`config.mk`:
```
export PLATFORM = sky130hd
export DESIGN_NAME = mem_access_unit_flat
export DESIGN_NICKNAME = d
export VERILOG_FILES = /design/src/rtl/mem_access_unit_pkg.sv /design/src/rtl/mem_access_unit_if.sv /design/src/rtl/mem_lane_align.sv /design/src/rtl/mem_access_unit.sv /design/src/flat_wrapper.sv
export SDC_FILE = /design/constraint.sdc
export NUM_CORES = 1
export LEC_CHECK = 0
export CORE_MARGIN = 2
export CORE_UTILIZATION = 44
export CTS_CLUSTER_DIAMETER = 30
export DETAILED_ROUTE_END_ITERATION = 10
export PLACE_DENSITY = 0.93
export SYNTH_ARGS = -nofsm -noshare
export SYNTH_HDL_FRONTEND = slang
export SYNTH_HIERARCHICAL = 1
export SYNTH_SLANG_ARGS = --single-unit
```
`constraint.sdc`:
```
create_clock -name clk -period 2.5 [get_ports clk]
set_input_delay 0.375 -clock clk [delete_from_list [all_inputs] [get_ports clk]]
set_output_delay 0.375 -clock clk [all_outputs]
set_load 0.02 [all_outputs]
```
`src/rtl/mem_access_unit_pkg.sv`:
```
// Shared types for the memory-access stage: access widths, pipeline bundles,
// data-memory request/response and the FSM state encoding.
package mem_access_unit_pkg;

    localparam int XLEN       = 32;
    localparam int REG_ADDR_W = 5;

    typedef enum logic [1:0] {
        W_BYTE = 2'd0,
        W_HALF = 2'd1,
        W_WORD = 2'd2,
        W_RSVD = 2'd3
    } acc_width_e;

    typedef struct packed {
        logic [XLEN-1:0] addr;
        acc_width_e      width;
        logic [XLEN-1:0] wdata;
        logic            is_load;
        logic            is_store;
        logic            is_unsigned;
    } mem_ctrl_t;

    typedef struct packed {
        logic                  wenable;
        logic [REG_ADDR_W-1:0] addr;
        logic [XLEN-1:0]       wdata;
    } rd_ctrl_t;

    typedef struct packed {
        logic            req;
        logic            we;
        logic [XLEN-1:0] addr;
        logic [3:0]      be;
        logic [XLEN-1:0] wdata;
    } dmem_req_t;

    typedef struct packed {
        logic            ack;
        logic [XLEN-1:0] rdata;
    } dmem_rsp_t;

    typedef enum logic {
        S_IDLE = 1'b0,
        S_WAIT = 1'b1
    } state_e;

endpackage

```
`src/rtl/mem_access_unit_if.sv`:
```
// Single-port data-memory bus with a req/ack handshake; the access unit is the
// master, the memory (or its model) the slave.
interface mem_access_unit_if #(
    parameter int XLEN = mem_access_unit_pkg::XLEN
);
    logic            req;
    logic            we;
    logic [XLEN-1:0] addr;
    logic [3:0]      be;
    logic [XLEN-1:0] wdata;
    logic            ack;
    logic [XLEN-1:0] rdata;

    modport master (output req, we, addr, be, wdata, input ack, rdata);
    modport slave  (input req, we, addr, be, wdata, output ack, rdata);
endinterface

```
`src/rtl/mem_lane_align.sv`:
```
// Combinational byte-lane logic: store lane enables/replication with fault
// detection, and load lane extraction with sign/zero extension.
module mem_lane_align
    import mem_access_unit_pkg::*;
#(
    parameter int XLEN = 32
) (
    input  logic [1:0]      st_off_i,
    input  acc_width_e      st_width_i,
    input  logic [XLEN-1:0] st_wdata_i,
    output logic [3:0]      st_be_o,
    output logic [XLEN-1:0] st_wdata_o,
    output logic            st_fault_o,
    input  logic [1:0]      ld_off_i,
    input  acc_width_e      ld_width_i,
    input  logic            ld_unsigned_i,
    input  logic [XLEN-1:0] ld_rdata_i,
    output logic [XLEN-1:0] ld_value_o
);

    logic [XLEN-1:0] ld_shifted;

    always_comb begin
        st_be_o    = 4'b0000;
        st_wdata_o = st_wdata_i;
        st_fault_o = 1'b0;
        case (st_width_i)
            W_BYTE: begin
                st_be_o    = 4'b0001 << st_off_i;
                st_wdata_o = {(XLEN/8){st_wdata_i[7:0]}};
            end
            W_HALF: begin
                st_be_o    = 4'b0011 << st_off_i;
                st_wdata_o = {(XLEN/16){st_wdata_i[15:0]}};
                st_fault_o = st_off_i[0];
            end
            W_WORD: begin
                st_be_o    = 4'b1111;
                st_fault_o = |st_off_i;
            end
            default: st_fault_o = 1'b1;
        endcase
    end

    // Word loads are always aligned, so the shift only matters for byte/half.
    assign ld_shifted = ld_rdata_i >> {ld_off_i, 3'b000};

    always_comb begin
        ld_value_o = ld_shifted;
        case (ld_width_i)
            W_BYTE:  ld_value_o = {{(XLEN-8){~ld_unsigned_i & ld_shifted[7]}}, ld_shifted[7:0]};
            W_HALF:  ld_value_o = {{(XLEN-16){~ld_unsigned_i & ld_shifted[15]}}, ld_shifted[15:0]};
            default: ld_value_o = ld_shifted;
        endcase
    end

endmodule

```
`src/rtl/mem_access_unit.sv`:
```
// Memory-access stage: issues one data-memory access at a time over a req/ack
// bus, stalls upstream while it is outstanding, and registers the rd result.
module mem_access_unit
    import mem_access_unit_pkg::*;
#(
    parameter int XLEN       = 32,
    parameter int REG_ADDR_W = 5
) (
    input  logic                  clk,
    input  logic                  rst,
    input  logic                  in_valid,
    input  logic [XLEN-1:0]       in_addr,
    input  logic [1:0]            in_width,
    input  logic [XLEN-1:0]       in_wdata,
    input  logic                  in_is_load,
    input  logic                  in_is_store,
    input  logic                  in_is_unsigned,
    input  logic                  in_rd_wenable,
    input  logic [REG_ADDR_W-1:0] in_rd_addr,
    input  logic [XLEN-1:0]       in_rd_wdata,
    input  logic                  flush,
    output logic                  stall_req,
    mem_access_unit_if.master     dmem,
    output logic                  out_valid,
    output logic                  out_rd_wenable,
    output logic [REG_ADDR_W-1:0] out_rd_addr,
    output logic [XLEN-1:0]       out_rd_wdata,
    output logic                  misalign_fault
);

    mem_ctrl_t in_mem;
    rd_ctrl_t  in_rd;
    dmem_rsp_t rsp;
    logic      in_is_mem;

    state_e                state_q, state_d;
    dmem_req_t             dreq_q, dreq_d;
    logic [1:0]            ld_off_q, ld_off_d;
    acc_width_e            ld_width_q, ld_width_d;
    logic                  ld_uns_q, ld_uns_d;
    logic                  rd_we_q, rd_we_d;
    logic [REG_ADDR_W-1:0] rd_addr_q, rd_addr_d;
    logic                  flushed_q, flushed_d;
    rd_ctrl_t              out_q, out_d;
    logic                  out_valid_q, out_valid_d;
    logic                  fault_q, fault_d;
    logic                  stall;

    logic [3:0]      st_be;
    logic [XLEN-1:0] st_wdata;
    logic            st_fault;
    logic [XLEN-1:0] ld_value;

    assign in_mem = '{addr: in_addr, width: acc_width_e'(in_width), wdata: in_wdata,
                      is_load: in_is_load, is_store: in_is_store, is_unsigned: in_is_unsigned};
    assign in_rd  = '{wenable: in_rd_wenable, addr: in_rd_addr, wdata: in_rd_wdata};
    assign rsp    = '{ack: dmem.ack, rdata: dmem.rdata};
    assign in_is_mem = in_mem.is_load | in_mem.is_store;

    mem_lane_align #(.XLEN(XLEN)) u_lane (
        .st_off_i      (in_mem.addr[1:0]),
        .st_width_i    (in_mem.width),
        .st_wdata_i    (in_mem.wdata),
        .st_be_o       (st_be),
        .st_wdata_o    (st_wdata),
        .st_fault_o    (st_fault),
        .ld_off_i      (ld_off_q),
        .ld_width_i    (ld_width_q),
        .ld_unsigned_i (ld_uns_q),
        .ld_rdata_i    (rsp.rdata),
        .ld_value_o    (ld_value)
    );

    always_comb begin
        state_d     = state_q;
        dreq_d      = dreq_q;
        ld_off_d    = ld_off_q;
        ld_width_d  = ld_width_q;
        ld_uns_d    = ld_uns_q;
        rd_we_d     = rd_we_q;
        rd_addr_d   = rd_addr_q;
        flushed_d   = flushed_q;
        out_d       = out_q;
        out_valid_d = 1'b0;
        fault_d     = 1'b0;
        stall       = 1'b0;
        case (state_q)
            S_IDLE: begin
                if (in_valid && !flush) begin
                    if (!in_is_mem) begin
                        out_valid_d = 1'b1;
                        out_d       = in_rd;
                    end else if (st_fault) begin
                        out_valid_d   = 1'b1;
                        fault_d       = 1'b1;
                        out_d.wenable = 1'b0;
                        out_d.addr    = in_rd.addr;
                    end else begin
                        stall      = 1'b1;
                        state_d    = S_WAIT;
                        ld_off_d   = in_mem.addr[1:0];
                        ld_width_d = in_mem.width;
                        ld_uns_d   = in_mem.is_unsigned;
                        rd_we_d    = in_rd.wenable;
                        rd_addr_d  = in_rd.addr;
                        flushed_d  = 1'b0;
                        // A load+store combination is treated as a store.
                        dreq_d = '{req: 1'b1, we: in_mem.is_store,
                                   addr: {in_mem.addr[XLEN-1:2], 2'b00},
                                   be: st_be, wdata: st_wdata};
                    end
                end
            end
            S_WAIT: begin
                stall = !rsp.ack;
                if (rsp.ack) begin
                    state_d   = S_IDLE;
                    dreq_d.req = 1'b0;
                    dreq_d.we  = 1'b0;
                    flushed_d = 1'b0;
                    if (!flushed_q && !flush) begin
                        out_valid_d = 1'b1;
                        out_d.addr  = rd_addr_q;
                        if (dreq_q.we) begin
                            out_d.wenable = 1'b0;
                        end else begin
                            out_d.wenable = rd_we_q;
                            out_d.wdata   = ld_value;
                        end
                    end
                end else if (flush) begin
                    // The bus request cannot be withdrawn; just discard its result.
                    flushed_d = 1'b1;
                end
            end
            default: state_d = S_IDLE;
        endcase
    end

    always_ff @(posedge clk or negedge rst) begin
        if (!rst) begin
            state_q     <= S_IDLE;
            dreq_q      <= '0;
            ld_off_q    <= 2'b00;
            ld_width_q  <= W_BYTE;
            ld_uns_q    <= 1'b0;
            rd_we_q     <= 1'b0;
            rd_addr_q   <= '0;
            flushed_q   <= 1'b0;
            out_q       <= '0;
            out_valid_q <= 1'b0;
            fault_q     <= 1'b0;
        end else begin
            state_q     <= state_d;
            dreq_q      <= dreq_d;
            ld_off_q    <= ld_off_d;
            ld_width_q  <= ld_width_d;
            ld_uns_q    <= ld_uns_d;
            rd_we_q     <= rd_we_d;
            rd_addr_q   <= rd_addr_d;
            flushed_q   <= flushed_d;
            out_q       <= out_d;
            out_valid_q <= out_valid_d;
            fault_q     <= fault_d;
        end
    end

    assign stall_req      = rst & stall;
    assign dmem.req       = dreq_q.req;
    assign dmem.we        = dreq_q.we;
    assign dmem.addr      = dreq_q.addr;
    assign dmem.be        = dreq_q.be;
    assign dmem.wdata     = dreq_q.wdata;
    assign out_valid      = out_valid_q;
    assign out_rd_wenable = out_q.wenable;
    assign out_rd_addr    = out_q.addr;
    assign out_rd_wdata   = out_q.wdata;
    assign misalign_fault = fault_q;

    a_no_ack_idle: assert property (@(posedge clk) disable iff (!rst)
        !(state_q == S_IDLE && rsp.ack));
    a_no_ld_st: assert property (@(posedge clk) disable iff (!rst)
        !(in_valid && in_is_load && in_is_store));

endmodule

```
`src/flat_wrapper.sv`:
```
// flat-port wrapper written by rule: the top's interface ports become plain ports
module mem_access_unit_flat import mem_access_unit_pkg::*;
#(
    parameter int XLEN       = 32,
    parameter int REG_ADDR_W = 5
)
  (clk, rst, in_valid, in_addr, in_width, in_wdata, in_is_load, in_is_store, in_is_unsigned, in_rd_wenable, in_rd_addr, in_rd_wdata, flush, stall_req, out_valid, out_rd_wenable, out_rd_addr, out_rd_wdata, misalign_fault, dmem_req, dmem_we, dmem_addr, dmem_be, dmem_wdata, dmem_ack, dmem_rdata);
  mem_access_unit_if #(.XLEN(XLEN)) dmem_i ();
  input  logic clk;
  input  logic rst;
  input  logic in_valid;
  input  logic [XLEN-1:0] in_addr;
  input  logic [1:0] in_width;
  input  logic [XLEN-1:0] in_wdata;
  input  logic in_is_load;
  input  logic in_is_store;
  input  logic in_is_unsigned;
  input  logic in_rd_wenable;
  input  logic [REG_ADDR_W-1:0] in_rd_addr;
  input  logic [XLEN-1:0] in_rd_wdata;
  input  logic flush;
  output logic stall_req;
  output logic out_valid;
  output logic out_rd_wenable;
  output logic [REG_ADDR_W-1:0] out_rd_addr;
  output logic [XLEN-1:0] out_rd_wdata;
  output logic misalign_fault;
  output wire logic [$bits(dmem_i.req)-1:0] dmem_req;
  output wire logic [$bits(dmem_i.we)-1:0] dmem_we;
  output wire logic [$bits(dmem_i.addr)-1:0] dmem_addr;
  output wire logic [$bits(dmem_i.be)-1:0] dmem_be;
  output wire logic [$bits(dmem_i.wdata)-1:0] dmem_wdata;
  input wire logic [$bits(dmem_i.ack)-1:0] dmem_ack;
  input wire logic [$bits(dmem_i.rdata)-1:0] dmem_rdata;
  assign dmem_req = dmem_i.req;
  assign dmem_we = dmem_i.we;
  assign dmem_addr = dmem_i.addr;
  assign dmem_be = dmem_i.be;
  assign dmem_wdata = dmem_i.wdata;
  assign dmem_i.ack = dmem_ack;
  assign dmem_i.rdata = dmem_rdata;
  mem_access_unit #(.XLEN(XLEN), .REG_ADDR_W(REG_ADDR_W)) u_core (.clk(clk), .rst(rst), .in_valid(in_valid), .in_addr(in_addr), .in_width(in_width), .in_wdata(in_wdata), .in_is_load(in_is_load), .in_is_store(in_is_store), .in_is_unsigned(in_is_unsigned), .in_rd_wenable(in_rd_wenable), .in_rd_addr(in_rd_addr), .in_rd_wdata(in_rd_wdata), .flush(flush), .stall_req(stall_req), .dmem(dmem_i), .out_valid(out_valid), .out_rd_wenable(out_rd_wenable), .out_rd_addr(out_rd_addr), .out_rd_wdata(out_rd_wdata), .misalign_fault(misalign_fault));
endmodule
```
==> impl_metrics.tcl, run 1 <==
set metrics [dict create \
    cp.required_ns 2.12 \
    grt_pass1_wl_um 28920 \
    use_met1_pct 27.07 \
    core_area_um2 14420 \
    area_growth_syn_to_layout_pct 49.48 \
    synth_seq_cells 121 \
    endpoint_kind "output pin" \
    grt.busiest_layer "met2" \
    cts_num_sinks 121 \
    synth.distinct_cells 37 \
    gp_congestion 0.8489 \
    slew_violations 0 \
    reg2regPathDepth 6 \
    port_buffers 252 \
    intPower_mw 6.244 \
    cp-start-kind "primary input" \
    gr-total-overflow 0 \
    drt-total-wl_um 18360 \
    root_buffer "clkbuf_16" \
    track_usage_pct 23.21 \
    final.fill_count 1017 \
    r2r_slack_ns 0.32 \
    crit_end "stall_req" \
    min_path_type "primary input to async pin" \
    max_slew.worst_pin.slew_ns 0.6526 \
    wire_per_inst_um 19.81 \
    die_area_um2 15690 \
    crit_type "primary input to output pin" \
    relSlewSlack_pct 56.50 \
    avgSynthCellArea_um2 13.37 \
    p_per_area_nw_per_um2 968.3 \
    seqPwrFrac_pct 31.8 \
    antenna_found_initial 0 \
    r2r_end "u_core/out_rd_wdata[18]$_DFFE_PN0P_" \
    crit_start "in_width[1]" \
    fmax_ghz 0.4142 \
    cts_made_buffers 17 \
    dp_hpwl_um 13270 \
    peakVddDrop_mv 0.5740 \
    total_power_mw 9.367 \
    num-nets-final 876 \
    finClkSkew_ns 0.01195 \
    comb_power_share_pct 42.6 \
    drc 0 \
    p_sw_share_pct 33.34 \
    drt_first_iter_violations 236 \
    first_global_vias 5390 \
    p_leak_nw 3.972 \
    h-tree-depth 4 \
    pwr-share-clk_pct 25.6 \
    worst_skew_pair.late_latency_ns 0.41 \
    avgViaCountPerCell 5.378 \
    switchingPower_mw 3.123 \
    rsz0062_at_grt "false" \
    postCtsSetupRepairBufs 0 \
    synth_cells 484 \
    ys_seq_area_share_pct 46.79 \
    dr_total_vias 4985 \
    finalSetupViolCount 0 \
    layout-drive-gt1-share_pct 28.26 \
    met2_usage_pct 40.89 \
    fp-row-count 44 \
    antenna_left 0 \
    final_hold_viol_count 0 \
    drv_cap 0 \
    met3_usage_pct 6.461 \
    yosysWarnings 6 \
    critPathMaxFanout 5 \
    cp.arrival_ns 2.04 \
    final_cells 927 \
    cts_tree "done" \
    status "complete, no violations" \
    die_h_um 125.3 \
    start_util_pct 44.86 \
    timing.rr.start "u_core/ld_off_q[1]$_DFFE_PN0P_" \
    grt_max_degree 122 \
    period_share_pct 96.58 \
    dp_cells 897 \
    n_antenna_cell 0 \
    syn_area_um2 6471 \
    die_w_um 125.3 \
    period_needed_ns 2.414 \
    clk_pin_slew_worst_paths_ns 0.05 \
    first_pass_iters 5 \
    io_pins 255 \
    clockBufferDepth 2 \
]
==> stage by stage <==
step | cell area [um^2] | hold slack, ns | util [%] | setup WS (ns) | setup TNS, ns
floorplan | 6475 | 0.07941 | - | 0.4300 | 0
global placement | 9095 | 0.4625 | 63.06 | -0.1566 | -0.4042
detailed placement | 9095 | 0.4737 | 63.06 | -0.1606 | -1.327
CTS | 9673 | 0.1387 | 67.06 | 0.09740 | 0
global route | 9673 | 0.1758 | 67.06 | 0.03298 | 0
finish | 9673 | 0.1070 | 67.06 | 0.08557 | 0
==> critical path, cell delays in order <==
cell	delay, ns
clkdlybuf4s50_1	0.48
o21a_1	0.15
o22a_1	0.30
nor3_4	0.24
o21a_1	0.15
dlygate4sd2_1	0.34
==> sequential cells by signal (all words and copies together), names as in the netlist <==
name and flops:
u_core/dmem.be 4, u_core/state_q 1, u_core/out_valid 1, u_core/dmem.req 1, u_core/rd_we_q 1, u_core/dmem.wdata 32, u_core/dmem.addr 30, u_core/dmem.we 1
u_core/flushed_q 1, u_core/misalign_fault 1, u_core/ld_off_q 2, u_core/ld_uns_q 1, u_core/rd_addr_q 5, u_core/out_rd_addr 5, u_core/ld_width_q 2, u_core/out_rd_wdata 32
u_core/out_rd_wenable 1
==> how the worst min path moves through the flow <==
stage                                      from                            endpoint  slack, ns  cells after the start
2_1_floorplan                               rst    u_core/dmem.addr[10]$_DFFE_PN0P_       0.08                      0
3_3_place_gp    u_core/rd_addr_q[4]$_DFFE_PN0P_     u_core/rd_addr_q[4]$_DFFE_PN0P_       0.46                      1
3_5_place_dp   u_core/dmem.addr[22]$_DFFE_PN0P_    u_core/dmem.addr[22]$_DFFE_PN0P_       0.47                      1
4_1_cts                                     rst  u_core/out_rd_wdata[5]$_DFFE_PN0P_       0.14                      2
5_1_grt                                     rst         u_core/ld_uns_q$_DFFE_PN0P_       0.18                      2
6_report                                    rst         u_core/ld_uns_q$_DFFE_PN0P_       0.11                      2
==> cell families (layout without fill, tap and decap cells) <==
logic type / Yosys count / after routing / synth area share (%)
mux: 198 / 198 / 35.81
simple gates: 48 / 48 / 4.138
other cells: 1 / 2 / 0.05795
buf+inv: 45 / 303 / 5.221
compound gates: 70 / 70 / 7.850
xor+xnor: 1 / 1 / 0.1354
flops: 121 / 121 / 46.79
==> cells in the mapped netlist <==
cell type / instances / area share, %
mux2_4: 32 / 7.4
a221oi_4: 1 / 0.41
o21ba_2: 1 / 0.15
nor2b_1: 11 / 1.1
buf_4: 14 / 1.6
o31ai_1: 1 / 0.12
mux2_1: 30 / 5.2
or3b_4: 1 / 0.17
nor3_2: 1 / 0.15
mux2i_1: 26 / 4.0
dfrtp_1: 121 / 47
nand2b_1: 2 / 0.19
o221ai_4: 1 / 0.41
a21oi_1: 23 / 1.8
nand2_1: 12 / 0.70
buf_2: 6 / 0.46
o21a_1: 4 / 0.46
o21bai_1: 1 / 0.12
nor2_2: 2 / 0.19
nor2_1: 7 / 0.41
o2bb2ai_1: 9 / 1.2
a32o_1: 1 / 0.15
o22ai_1: 8 / 0.77
o21ai_0: 10 / 0.77
a211oi_1: 8 / 0.93
xnor2_1: 1 / 0.14
o32ai_4: 1 / 0.43
buf_6: 10 / 1.7
o22a_1: 1 / 0.14
nor3b_1: 1 / 0.12
inv_1: 2 / 0.12
mux2_2: 110 / 19
conb_1: 1 / 0.058
or2_2: 10 / 0.97
buf_8: 3 / 0.70
clkbuf_1: 10 / 0.58
nand4bb_1: 1 / 0.17
==> layer usage <==
metal | vias up | wire length (um)
li1 | 2243 | -
met1 | 2514 | 7328
met2 | 200 | 9489
met3 | 28 | 1176
met4 | 0 | 365
met5 | - | 0
==> placed cells by master (no fill, tap or decap), types with 2 or more instances in the layout <==
| cell type | n |
|---|---|
| mux2i_1 | 26 |
| nor2_1 | 7 |
| o21ai_0 | 10 |
| nand2b_1 | 2 |
| clkinv_4 | 2 |
| dfrtp_1 | 120 |
| bufinv_16 | 2 |
| nor2_2 | 2 |
| conb_1 | 2 |
| mux2_1 | 30 |
| clkdlybuf4s50_1 | 250 |
| o2bb2ai_1 | 9 |
| nand2_1 | 12 |
| inv_1 | 2 |
| a21oi_1 | 23 |
| mux2_2 | 110 |
| o22ai_1 | 8 |
| clkbuf_16 | 17 |
| nor2b_1 | 11 |
| clkbuf_8 | 2 |
| o21a_1 | 4 |
| buf_12 | 4 |
| a211oi_1 | 8 |
| buf_4 | 16 |
| mux2_4 | 32 |
| or2_2 | 10 |
| clkinvlp_4 | 6 |
==> power groups by stage <==
stage / clock network (mW) / logic [mW] / registers (mW)
2_1_floorplan: 0 / 1.45 / 3.66
3_3_place_gp: 0 / 3.88 / 2.96
3_5_place_dp: 0 / 3.96 / 3.01
4_1_cts: 2.45 / 4.00 / 2.99
5_1_grt: 2.53 / 4.18 / 3.07
6_report: 2.40 / 3.99 / 2.98
==> repair_timing <==
| action | CTS | global route |
|---|---|---|
| endpoints found under the setup margin | 1 | 0 |
| resized for setup | 1 | 0 |
| hold buffers | 0 | 0 |
==> cell type report <==
cell class | count | area, um^2 | area share (%)
Sequential cell | 121 | 3029 | 31.32
Tap cell | 184 | 230.2 | 2.380
Inverter | 2 | 7.507 | 0.07761
Clock buffer | 20 | 456.7 | 4.721
Clock inverter | 10 | 122.6 | 1.268
Timing Repair Buffer | 271 | 2711 | 28.03
Multi-Input combinational cell | 319 | 3115 | 32.21
No activity file was read; power rests on OpenSTA's default activity.
==> inputs of run 2 (changes only) <==
CORE_UTILIZATION = 43   (was 44)
SYNTH_HIERARCHICAL = unset   (was 1)
TNS_END_PERCENT = 100   (was unset)
==> run 2 against run 1 <==
Against the previous run: non-clock buffer count up 3; register-to-register slack better by 0.24 ns; largest power group unchanged; synthesized area down 6.6%; sequential share of layout area up 0.79 points; worst hold slack worse by 0.014 ns; wire length up 0.30%; global-route usage up 1.8 points; combinational power down 16%; largest cell class is now flip-flops and latches; via count up 5.6%; critical endpoint unchanged; final cell count up 6.4%.
==> impl_metrics.tcl, run 2 <==
set metrics [dict create \
    ys.flop_type "dfrtp_1" \
    endpoint_kind "output pin" \
    crit_start "flush" \
    comb_power_share_pct 37.7 \
    area_growth_syn_to_layout_pct 56.06 \
    grt_pass1_wl_um 28720 \
    switchingPower_mw 2.902 \
    clk_pin_slew_worst_paths_ns 0.06 \
    drt_first_iter_violations 397 \
    dp_cells 954 \
    final_cells 986 \
    antenna_found_initial 0 \
    p_sw_share_pct 32.77 \
    synth_most_common_cell "dfrtp_1" \
    n_antenna_cell 0 \
    io_pins 255 \
    p_per_area_nw_per_um2 938.7 \
    die_w_um 122.6 \
    timing.rr.start "u_core.state_q$_DFF_PN0_" \
    wire_per_inst_um 18.68 \
    first_pass_iters 5 \
    finalSetupViolCount 0 \
    peakVddDrop_mv 0.5431 \
    drc 0 \
    yosysWarnings 0 \
    final_hold_viol_count 0 \
    gr-total-overflow 0 \
    use_met1_pct 27.91 \
    grt.busiest_layer "met2" \
    cp.arrival_ns 1.98 \
    grt_max_degree 122 \
    port_buffers 252 \
    final_cell_mix "clkdlybuf4s50_1, dfrtp_1, o21ai_0" \
    avgViaCountPerCell 5.340 \
    dp_hpwl_um 13480 \
    worst_skew_pair.late_latency_ns 0.41 \
    core_area_um2 13830 \
    hold_ws_ns 0.09343 \
    synth_cells 538 \
    status "complete, no violations" \
    met3_usage_pct 9.712 \
    start_util_pct 43.72 \
    gp_congestion 0.8203 \
    layout-drive-gt1-share_pct 12.66 \
    tns_ns 0 \
    final.fill_count 969 \
    num-nets-final 937 \
    seqPwrFrac_pct 33.0 \
    intPower_mw 5.954 \
    h-tree-depth 4 \
    max_slew.worst_pin.slew_ns 0.8970 \
    avgSynthCellArea_um2 11.24 \
    track_usage_pct 25.05 \
    synth.distinct_cells 44 \
    clockBufferDepth 2 \
    ys_seq_area_share_pct 50.08 \
    hold_buffers 0 \
    cp-start-kind "primary input" \
    synth_seq_cells 121 \
    rsz0062_at_grt "false" \
    cp.required_ns 2.12 \
    crit_type "primary input to output pin" \
    syn_area_um2 6046 \
    relSlewSlack_pct 39.98 \
    fmax_ghz 0.4242 \
    root_buffer "clkbuf_16" \
    pwr-share-clk_pct 29.3 \
    cts_tree "done" \
    cts_made_buffers 17 \
    ys_top_cells_by_area "dfrtp_1, mux2_1, mux2i_1, o21ai_0, mux2_2" \
    first_global_vias 5550 \
    slew_violations 0 \
    synth-edff-count 0 \
    finClkSkew_ns 0.006703 \
    dr_total_vias 5265 \
    die_h_um 122.6 \
    synth_top_area_cell "dfrtp_1" \
    synth_common_cells "dfrtp_1, o21ai_0, mux2i_1, mux2_1, nand2_1" \
    netlist.area_leader.share_pct 50.08 \
    layout.cells.most_common "clkdlybuf4s50_1" \
    antenna_left 0 \
    drv_cap 0 \
    fp-row-count 43 \
    synthArstFlopShare_pct 100.0 \
    die_area_um2 15020 \
    period_needed_ns 2.357 \
    p_leak_nw 3.956 \
    critPathMaxFanout 2 \
    period_share_pct 94.29 \
    drt-total-wl_um 18420 \
    met2_usage_pct 43.06 \
    min_path_type "primary input to async pin" \
    cts_num_sinks 121 \
]
run 2: cell types whose count changed after synthesis, sizes merged, moves of 7 or more:
cell and change:
o21ai +46, a211oi -7, mux2i +27, a31oi +17, mux2 -106, nand2 +33
nor2b -8, mux4 +7, inv +15, a221oi +7, nor2 +31
run 2: area by class of cell:
type                            instances  area (um^2)  share of cell area (%)
Clock buffer                           21        460.4                   4.880
Multi-Input combinational cell        362         2765                   29.31
Timing Repair Buffer                  274         2721                   28.84
Inverter                               17        63.81                  0.6763
Sequential cell                       121         3029                   32.10
Clock inverter                         11        170.2                   1.803
Tap cell                              180        225.2                   2.387
run 2: per-layer routing:
metal  vias up  wire length, um
met5         -                0
met1      2517             6890
li1       2447                -
met2       260             9026
met3        41             1911
met4         0              586
run 2: worst max-delay path, stage by stage:
cell             delay [ns]
clkdlybuf4s50_1        0.45
nor3b_4                0.34
o221ai_4               0.16
o21ai_1                0.16
and2_1                 0.15
dlygate4sd2_1          0.33
run 2: kinds of logic after synthesis:
logic type / after synthesis / synth area share [%]
AO/OA/AOI/OAI: 123 / 13.12
flip-flops: 121 / 50.08
multiplexers: 126 / 23.68
buffers and inverters: 56 / 4.553
AND/OR/NAND/NOR: 111 / 8.506
other: 1 / 0.06203
run 2: power by group through the flow:
stage | combinational (mW) | sequential, mW | clock (mW)
floorplan | 1.04 | 3.54 | 0
global placement | 3.27 | 2.91 | 0
detailed placement | 3.35 | 2.95 | 0
CTS | 3.36 | 2.93 | 2.65
global route | 3.57 | 3.00 | 2.74
finish | 3.34 | 2.92 | 2.60
run 2: worst paths after layout:
kind	slack, ns	cells past startpoint	to
worst max-delay path	0.14	6	stall_req
worst min-delay path	0.09	2	u_core.dmem.addr[19]$_DFFE_PN0P_
worst max register to register	0.56	5	u_core.dmem.wdata[0]$_DFFE_PN0P_
worst min register to register	0.48	2	u_core.dmem.wdata[15]$_DFFE_PN0P_
max in group asynchronous	1.91	2	u_core.state_q$_DFF_PN0_
min in group clk	0.48	2	u_core.dmem.wdata[15]$_DFFE_PN0P_
run 2: metrics by stage:
stage | cell area, um^2 | power (mW) | setup slack [ns] | utilization, %
final | 9435 | 8.856 | 0.1427 | 68.24
after global routing | 9435 | 9.310 | 0.003926 | 68.24
after CTS | 9435 | 8.941 | 0.08922 | 68.24
after detailed placement | 8806 | 6.298 | -0.1457 | 63.69
after global placement | 8806 | 6.184 | -0.1209 | 63.69
after floorplan | 6050 | 4.579 | 0.5792 | -
run 2: repair_timing:
item                                    4_1_cts  5_1_grt
setup buffers                                 0        0
resized for setup                             1        0
endpoints found under the setup margin        1        0
==> inputs of run 3 (changes only) <==
CTS_BUF_LIST = sky130_fd_sc_hd__clkbuf_16   (was unset)
REMOVE_ABC_BUFFERS = 1   (was unset)
==> run 3 against run 2 <==
Against the previous run: worst hold slack got worse by 0.067 ns; global-route usage fell by 0.59 points; via count fell by 0.44%; maximum frequency rose by 0.86%.
==> impl_metrics.tcl, run 3 (same netlist as run 2, synthesis figures left out) <==
set metrics [dict create \
    reg2regPathDepth 4 \
    grt_max_degree 122 \
    cp.required_ns 2.12 \
    die_h_um 122.6 \
    finalSetupViolCount 0 \
    layout-drive-gt1-share_pct 12.05 \
    crit_type "primary input to output pin" \
    peakVddDrop_mv 0.6297 \
    total_power_mw 8.456 \
    dr_total_vias 5242 \
    cp_slowest_cell "clkdlybuf4s50_1" \
    first_global_vias 5483 \
    rsz0062_at_grt "false" \
    max_stage_delay_ns 0.51 \
    antenna_left 0 \
    path_cells "clkdlybuf4s50_1, nor3_4, o221ai_4, o21ai_1, and2_1, dlygate4sd2_1" \
    dp_cells 954 \
    h-tree-depth 4 \
    hold_buffers 0 \
    drv_cap 0 \
    die_w_um 122.6 \
    wire_per_inst_um 18.43 \
    worst_skew_pair.late_latency_ns 0.41 \
    die_area_um2 15020 \
    cp-start-kind "primary input" \
    endpoint_kind "output pin" \
    n_antenna_cell 0 \
    period_share_pct 93.49 \
    crit_buf_inv 2 \
    cp_top_family "buffers and inverters" \
    gp_congestion 0.8605 \
    cts_num_sinks 121 \
    final_cells 985 \
    gr-total-overflow 0 \
    final_hold_viol_count 0 \
    cts_tree "done" \
    finClkSkew_ns 0.008537 \
    min_path_type "primary input to async pin" \
    cp.arrival_ns 1.96 \
    first_pass_iters 4 \
    drt_first_iter_violations 283 \
    status "complete, no violations" \
    drt-total-wl_um 18160 \
    final.fill_count 999 \
    root_buffer "clkbuf_16" \
    fp-row-count 43 \
    period_needed_ns 2.337 \
    dp_hpwl_um 13340 \
    slew_violations 0 \
    p_per_area_nw_per_um2 906.5 \
    cp.depth 6 \
    tns_ns 0 \
    drc 0 \
    p_leak_nw 3.929 \
    core_area_um2 13830 \
    relSlewSlack_pct 37.33 \
    port_buffers 252 \
    timing.rr.start "u_core.ld_off_q[0]$_DFFE_PN0P_" \
    crit_start "in_width[0]" \
    grt_pass1_wl_um 27810 \
    pre_cts_slack_ns -0.1369 \
    critPathMaxFanout 4 \
    num-nets-final 937 \
    cts_made_buffers 17 \
    max_slew.worst_pin.slew_ns 0.9365 \
    layout.cells.most_common "clkdlybuf4s50_1" \
    avgViaCountPerCell 5.322 \
    area_growth_syn_to_layout_pct 54.28 \
    clockBufferDepth 2 \
    start_util_pct 43.72 \
    final_cell_mix "clkdlybuf4s50_1, dfrtp_1, o21ai_0" \
    antenna_found_initial 0 \
    setup_ws_ns 0.1629 \
    track_usage_pct 24.46 \
    io_pins 255 \
    clk_pin_slew_worst_paths_ns 0.05 \
    fmax_ghz 0.4279 \
]
-- run 3: final timing paths --
| path | to | slack [ns] |
|---|---|---|
| max | stall_req | 0.16 |
| min | u_core.rd_we_q$_DFFE_PN0P_ | 0.03 |
| max reg2reg | u_core.out_rd_wdata[21]$_DFFE_PN0P_ | 0.38 |
| min reg2reg | u_core.dmem.req$_DFFE_PN0P_ | 0.48 |
| max in group asynchronous | u_core.out_rd_wdata[23]$_DFFE_PN0P_ | 1.89 |
| min in group clk | u_core.dmem.req$_DFFE_PN0P_ | 0.48 |
-- run 3: layout make-up --
cell class,instances,area [um^2],share of cell area (%)
flip-flops and latches,121,3029,32.47
multi-input cells,362,2765,29.64
repair buffers,274,2721,29.18
clock buffers,17,425.4,4.561
well taps,180,225.2,2.414
clock inverters,14,97.59,1.046
inverters,17,63.81,0.6841
-- run 3: routing by layer --
layer	global-route usage (%)	vias to the layer above	wire, um	share of wire (%)
li1	-	2439	-	-
met1	26.26	2514	6701	37
met2	42.15	254	9002	50
met3	11.57	35	2080	11
met4	8.549	0	371	2.0
met5	0	-	0	0
-- run 3: timing repair --
action / CTS / global route
gates resized for setup: 1 / 0
setup endpoints to repair: 1 / 0
buffers inserted: 0 / 0
-- run 3: through the flow --
stage | hold WS, ns | instance area, um^2 | util, %
3_3_place_gp | 0.4595 | 8806 | 63.69
6_report | 0.02691 | 9328 | 67.46
2_1_floorplan | 0.07941 | 5838 | -
5_1_grt | 0.1322 | 9328 | 67.46
3_5_place_dp | 0.4700 | 8806 | 63.69
4_1_cts | 0.1117 | 9328 | 67.46
-- run 3: where the power goes --
part | leakage, nW | internal, mW | switching, mW | total [mW]
clock network | 0.268 | 1.33 | 0.858 | 2.19
logic | 2.20 | 1.70 | 1.62 | 3.31
registers | 1.46 | 2.55 | 0.411 | 2.96
